===== src/rtl/instructions.svh =====
// instructions: FPU opcode type shared by the scheduler and its requesters
`ifndef INSTRUCTIONS_SVH
`define INSTRUCTIONS_SVH
typedef enum logic [3:0] {
  FPU_NOP  = 4'd0,
  FPU_ADD  = 4'd1,
  FPU_SUB  = 4'd2,
  FPU_MUL  = 4'd3,
  FPU_DIV  = 4'd4,
  FPU_SQRT = 4'd5,
  FPU_CMP  = 4'd6,
  FPU_CVT  = 4'd7
} FPUInstruction;
`endif


===== src/rtl/fpu_scheduler.sv =====
// fpu_scheduler: round-robin sharing of one FPU among NUM_PORTS requesters, with a watchdog abort
`include "instructions.svh"
module fpu_scheduler #(
  parameter int NUM_PORTS      = 4,
  parameter int TIMEOUT_CYCLES = 2048
) (
  input  logic                 clock,
  input  logic                 reset,
  input  logic [NUM_PORTS-1:0] req_valid,
  input  FPUInstruction        req_instr [NUM_PORTS],
  input  logic [63:0]          req_data0 [NUM_PORTS],
  input  logic [63:0]          req_data1 [NUM_PORTS],
  output logic [NUM_PORTS-1:0] req_ready,
  output logic [NUM_PORTS-1:0] resp_valid,
  output logic [63:0]          resp_result,
  output logic [3:0]           resp_flags,
  output logic                 resp_error,
  output logic                 busy,
  output logic                 fpu_start,
  output FPUInstruction        fpu_instr,
  output logic [63:0]          fpu_data0,
  output logic [63:0]          fpu_data1,
  input  logic [63:0]          fpu_result,
  input  logic                 fpu_wait,
  input  logic                 fpu_finish,
  input  logic                 fpu_z,
  input  logic                 fpu_n,
  input  logic                 fpu_c,
  input  logic                 fpu_o
);
  localparam int PW = $clog2(NUM_PORTS);
  localparam int CW = $clog2(TIMEOUT_CYCLES);
  typedef enum logic [1:0] {IDLE, ISSUE, BUSY, RESPOND} state_t;
  state_t state, state_n;
  logic [PW-1:0] ptr, port, win;
  logic [CW-1:0] cnt;
  logic found, nop, timeout, accept, unused_wait;
  function automatic logic [PW-1:0] wrap(input int v);
    return PW'(v % NUM_PORTS);
  endfunction
  assign unused_wait = fpu_wait;
  // scanning downward lets the nearest valid port after ptr overwrite farther ones
  always_comb begin
    win = '0;
    found = 1'b0;
    for (int k = NUM_PORTS; k >= 1; k--) begin
      if (req_valid[wrap(int'(ptr) + k)]) begin
        win = wrap(int'(ptr) + k);
        found = 1'b1;
      end
    end
  end
  assign nop     = req_instr[win] == FPU_NOP;
  assign timeout = cnt == CW'(TIMEOUT_CYCLES - 1);
  assign accept  = state == IDLE && found;
  always_comb begin
    state_n = state;
    state_n = state == IDLE  ? (found ? (nop ? RESPOND : ISSUE) : IDLE)
            : state == ISSUE ? BUSY
            : state == BUSY  ? ((fpu_finish || timeout) ? RESPOND : BUSY)
            : IDLE;
  end
  assign req_ready  = accept ? NUM_PORTS'(1) << win : '0;
  assign resp_valid = state == RESPOND ? NUM_PORTS'(1) << port : '0;
  assign busy       = state != IDLE;
  assign fpu_start  = state == ISSUE;
  always_ff @(posedge clock)
    if (reset) state <= IDLE;
    else state <= state_n;
  always_ff @(posedge clock) begin
    if (reset) begin
      ptr         <= PW'(NUM_PORTS - 1);
      port        <= '0;
      cnt         <= '0;
      resp_result <= '0;
      resp_flags  <= '0;
      resp_error  <= 1'b0;
      fpu_instr   <= FPU_NOP;
      fpu_data0   <= '0;
      fpu_data1   <= '0;
    end else begin
      cnt <= state == BUSY ? cnt + 1'b1 : '0;
      if (accept) begin
        ptr       <= win;
        port      <= win;
        fpu_instr <= req_instr[win];
        fpu_data0 <= req_data0[win];
        fpu_data1 <= req_data1[win];
      end
      if (accept && nop) begin
        resp_result <= '0;
        resp_flags  <= '0;
        resp_error  <= 1'b0;
      end
      // a finish in the last BUSY cycle beats the watchdog
      if (state == BUSY && (fpu_finish || timeout)) begin
        resp_result <= fpu_finish ? fpu_result : '0;
        resp_flags  <= fpu_finish ? {fpu_z, fpu_n, fpu_c, fpu_o} : 4'd0;
        resp_error  <= !fpu_finish;
      end
    end
  end
endmodule


===== config.mk =====
export PLATFORM = sky130hd
export DESIGN_NAME = fpu_scheduler
export DESIGN_NICKNAME = d
export VERILOG_FILES = /design/src/rtl/fpu_scheduler.sv
export VERILOG_INCLUDE_DIRS = /design/src /design/src/rtl
export SDC_FILE = /design/constraint.sdc
export NUM_CORES = 1
export LEC_CHECK = 0
export ABC_AREA = 1
export ABC_CLOCK_PERIOD_IN_PS = 5400
export CAP_MARGIN = 5
export CORE_AREA = 8 8 308 310
export DETAILED_ROUTE_END_ITERATION = 7
export DIE_AREA = 0 0 316 318
export MAX_ROUTING_LAYER = met4
export PLACE_DENSITY = 0.37
export SETUP_SLACK_MARGIN = 0.05
export SLEW_MARGIN = 5
export SYNTH_ARGS = -nofsm -noshare
export SYNTH_HDL_FRONTEND = slang
export SYNTH_SLANG_ARGS = --single-unit
export TNS_END_PERCENT = 1

===== constraint.sdc =====
create_clock -name clock -period 5.4 [get_ports clock]
set_input_delay 1.08 -clock clock [delete_from_list [all_inputs] [get_ports clock]]
set_output_delay 1.08 -clock clock [all_outputs]
set_load 0.005 [all_outputs]

* Yosys cells after proc, flatten, opt, wreduce, memory -nomap -nowiden
Index checks and enable logic that the tools add are counted.
** Storage, ports and cells
- Register bits after elaboration :: 218
- Output and inout port bits :: 211
- Logic and storage cells :: 79
** Operators by class
- Add/sub/neg operators :: 5
- Magnitude comparators :: 5
- Equality and inequality tests :: 4
- Shift-type cells :: 2
- Mux-type cells :: 41
- Bitwise logic cells :: 2
- Reduce and logical (&&, ||, !) cells :: 10
** Operator list (number)
- $mux W64 :: 7
- $bmux W64 S2 :: 2
- $mux W4 :: 7
- $mux W2 :: 9
- $lt A2 B3 Y1 const B :: 4
- $add A11 B1 Y11 const B :: 1
- $eq A11 B11 Y1 const B :: 1
- $mux W1 :: 11
- $bmux W1 S2 :: 4
- $bmux W4 S2 :: 1
- $shl A1 B2 Y4 const A :: 2
- $add A2 B1 Y2 const B :: 2
- $add A2 B2 Y2 const B :: 2
- $eq A2 B2 Y1 const B :: 2
- $logic_not A4 Y1 :: 1
- $reduce_bool A2 Y1 :: 2
- $ge A3 B3 Y1 const B :: 1
- $logic_and A1 B1 Y1 :: 3
- $not A2 Y3 :: 1
- $eq A2 B1 Y1 const B :: 1
- $logic_not A2 Y1 :: 1
- $reduce_or A2 Y1 :: 1
- $logic_not A1 Y1 :: 1
- $logic_or A1 B1 Y1 :: 1
- $not A1 Y1 :: 1

* Depth between registers and ports, before layout
- Depth after elaboration :: 15
- Mapped depth :: 20

* Least setup slack after synthesis
OpenSTA, ideal clock, no wires.
- Path type :: in2out
- Start :: in req_valid[1]
- End :: out req_ready[3]
- Arrival :: 2.405 ns
- Slack :: 1.915 ns
- Cell stages on the path :: 12
- Path buffers :: 2
- Cells stage by stage :: inv_1 -> o21ai_1 -> nand2_1 -> nand2_1 -> nor2_1 -> nand2_1 -> o21ai_2 -> inv_2 -> clkbuf_1 -> buf_2 -> nand2_1 -> nor2_1
** On the way
- Cells in the longest elaborated chain, start to end :: 8
- Elaborated cells between the ends (all ways) :: 19
- Those cells by class :: shift: 1; mux: 17; reduce/logical: 1
** Ends and longest elaborated chain
- start: declaration :: RTL line fpu_scheduler.sv:9 : input logic [NUM_PORTS-1:0] req_valid,
- $bmux W1 S2 :: RTL line fpu_scheduler.sv:47 : if (req_valid[wrap(int'(ptr) + k)]) begin
- $mux W1 (implied by the code) :: RTL line fpu_scheduler.sv:47
- $mux W2 / $mux W1 (equally long branches) (4 in a row) :: RTL line fpu_scheduler.sv:47
- $shl A1 B2 Y4 / $logic_and A1 B1 Y1 (equally long branches) :: RTL line fpu_scheduler.sv:63, fpu_scheduler.sv:55
- $mux W4 * :: RTL line fpu_scheduler.sv:63 : assign req_ready = accept ? NUM_PORTS'(1) << win : '0;
- end: declaration :: RTL line fpu_scheduler.sv:13 : output logic [NUM_PORTS-1:0] req_ready,
Every way passes the cells marked *; elsewhere a longest branch is shown, timed or not. The select of a mux whose other input is x is not followed.

* Worst setup path after layout
- Start :: in req_valid[0]
- End :: out req_ready[2]
The elaborated chain is that of the path after synthesis.

==> metrics.txt <==
status finished clean; Slew Viols, Final 0; Die X about 320 microns; Syn Std Cell Area 12330 sq um; Clock Pin Slew Worst Setup and Hold Paths 40 ps; clock tree from TritonCTS done; Yosys cell types 34; hold-fix buffers at CTS 0; mux cell area share after synthesis 0%; clock root cell clkbuf_16; register area share after synthesis between 30% and 40%; gpl congestion 0.8658; ANT nets after route 0; share of post-route cells with drive strength above 1 6.528%; synthesized net count 2524; cell taking the most area after synthesis dfxtp_1; Hold Vio Cnt, Final 0; # placed instances 3766; Area Growth Syn to Fin 83.08%; Initial DRC Count 828; setup ws final 665.0 ps; Layout Skew 17.62 ps; Max-slew headroom 30.76%; largest net degree at the start of global routing 161; Synth Area in Compound Gates about 14%; WL/cell approximately 21 microns; Initial Util 13.76%; detailed-route wire length 80940 microns; top-area cell type share of the netlist area 35.39%; met1 GRT Util 17.08%; Max rail drop VDD 0.4862 mV; drt first pass iters 5; Mapped Cells 1915; Post-CTS Setup Bufs 0; GRT overflow 0; commonest non-fill, non-tap cell in the layout clkdlybuf4s50_1; global route hottest layer met2; nets 3235; Hold Path End cnt[0]; Reg2Reg Setup Slack approximately 1800 ps; met2 layer usage reported by global route 27.41%; initial antenna violation count 16; largest cells by area after synthesis dfxtp_1, nand2_1, nand3_1; Worst Tran Pin Value 1039 ps; H-tree levels 2; area share of xor/xnor cells in the synthesized design 0.07102%; # rows 110; reg-to-reg endpoint fpu_data1[17]; Leak 0.008755 uW; Reg-to-Reg Start ptr[0]; r2r worst-path depth 16; Die Area 100500 sq um; Fmax 211.2 MHz; clock sink count 218; DR DRC count 0; total global-route track usage 15.63%; Hold Path Depth 1; Mapped Avg Cell Area 6.440 sq um; max-cap violations 0; critical path capture point type output port; commonest cells after routing, fill and taps aside clkdlybuf4s50_1, nand2_1, nand3_1; CTS max path bufs 3; Setup WS pre-CTS roughly 600 ps; post-route clock period utilization just under 90%; Arrival @ worst endpoint 3660 ps; hold crit path type reg2reg; DP HPWL between 60000 and 70000 microns; CP max FO 41; CP Launch Type input port; core area 89600 sq um; vias in the first global route 16020; port buffer count ~810; Pwr Density 596.4 nW/um^2; WS Path Type in2out; minimum clock period about 4700 ps; WP data required between 4000 and 5000 ps; # resized after CTS 0; hold path start cnt[0]; Post-Layout Cell Count 3841; Skew-Pair Late Insertion Delay between 500 and 600 ps; Simple-Gate Fraction of Synth Area a little over two fifths; DIE HEIGHT 318 microns; TritonCTS Buffers 34; met3 usage 5.028%; area post-placement about 21000 sq um; Yosys reg bits 218; Fillers 9902; vias 15660; area share of fa/ha/maj cells after synthesis 0.5073%; # IOs ~820; DR vias/cell 4.076; Ys Warns 0; RSZ-0062 raised after global routing no; Setup Viol. Count Final 0; largest family of logic cells by synthesized area simple AND/OR/NAND/NOR gates; Sum Neg Setup Slack 0 ps; cell area after layout ~23000 sq um; first-pass GRT wire length approximately 110000 microns
Yosys cell counts:
library cell,n
nand2_1,767
nand3_1,274
dfxtp_1,218
a21oi_1,197
o21ai_0,119
clkbuf_1,78
nand3_2,70
buf_2,64
inv_1,24
nor2_1,22
o21ai_1,12
a21oi_2,7
buf_8,7
inv_2,7
nor3_1,7
buf_1,6
ha_1,5
nor3b_1,5
nand2_2,4
o211ai_1,4
buf_4,2
buf_6,2
nand2_4,2
or2_2,2
a211oi_1,1
a21o_1,1
a21oi_4,1
inv_6,1
nand2_8,1
nand3_4,1
nand4_1,1
nor2_4,1
o21ai_2,1
xnor2_1,1
how the worst max path moves through the flow:
stage,from,endpoint,slack (ps),cells after the start
final,req_valid[0],req_ready[2],660,11
after global routing,req_valid[0],req_ready[1],470,12
after CTS,req_valid[0],req_ready[1],580,12
after detailed placement,req_valid[0],req_ready[1],600,12
after global placement,req_valid[0],req_ready[1],560,12
after floorplan,req_valid[1],req_ready[3],1920,12
layout make-up:
type / count / area (sq um) / area share (%)
repair buffers: 834 / 8353 / 36.99
multi-input cells: 1506 / 7088 / 31.39
flip-flops and latches: 218 / 4364 / 19.33
well taps: 1176 / 1471 / 6.517
clock buffers: 47 / 949.7 / 4.206
clock inverters: 13 / 166.4 / 0.7370
inverters: 32 / 148.9 / 0.6594
diodes: 15 / 37.54 / 0.1662
state kept, by name, summed over array words and instances (netlist names):
signal,cells
resp_error,1
port,2
fpu_data1,64
resp_result,64
fpu_data0,64
state,2
ptr,2
fpu_instr,4
resp_flags,4
cnt,11
layer usage:
layer  up-vias  part of all wire [%]
li1       7772                     -
met1      7220                    40
met2       590                    50
met3        74                   8.7
met4         0                   1.5
met5         -                     0
power by group:
group | total (uW) | switching, uW | internal [uW] | leakage [uW]
clock | 2280 | 900 | 1380 | 0.000539
combinational | 8780 | 5720 | 3060 | 0.00642
sequential | 2410 | 278 | 2130 | 0.00180
through the flow:
stage | util, % | power (uW) | hold slack, ps
4_1_cts | 25.16 | 13860 | 452.8
2_1_floorplan | - | 7675 | 417.5
3_3_place_gp | 23.91 | 11390 | 429.6
3_5_place_dp | 23.91 | 11450 | 442.7
5_1_grt | 25.20 | 14770 | 486.2
6_report | 25.20 | 13470 | 447.4
cell families (layout without fill, tap and decap cells):
family / Yosys count / in the layout
buffers and inverters: 191 / 926
XOR/XNOR: 1 / 1
flip-flops: 218 / 218
adder cells (fa/ha/maj): 5 / 5
AO/OA/AOI/OAI: 343 / 343
other: 0 / 15
AND/OR/NAND/NOR: 1157 / 1157
worst max-delay path, stage by stage:
cell	delay, ps
clkdlybuf4s50_1	500
nand2_1	110
o21ai_1	90
nand2_1	200
nand2_1	130
nor2_1	150
nand2_1	160
nand2_8	100
buf_4	500
nor2_1	110
clkdlybuf4s50_1	500
Note: power is estimated with default switching activity, not from simulation.
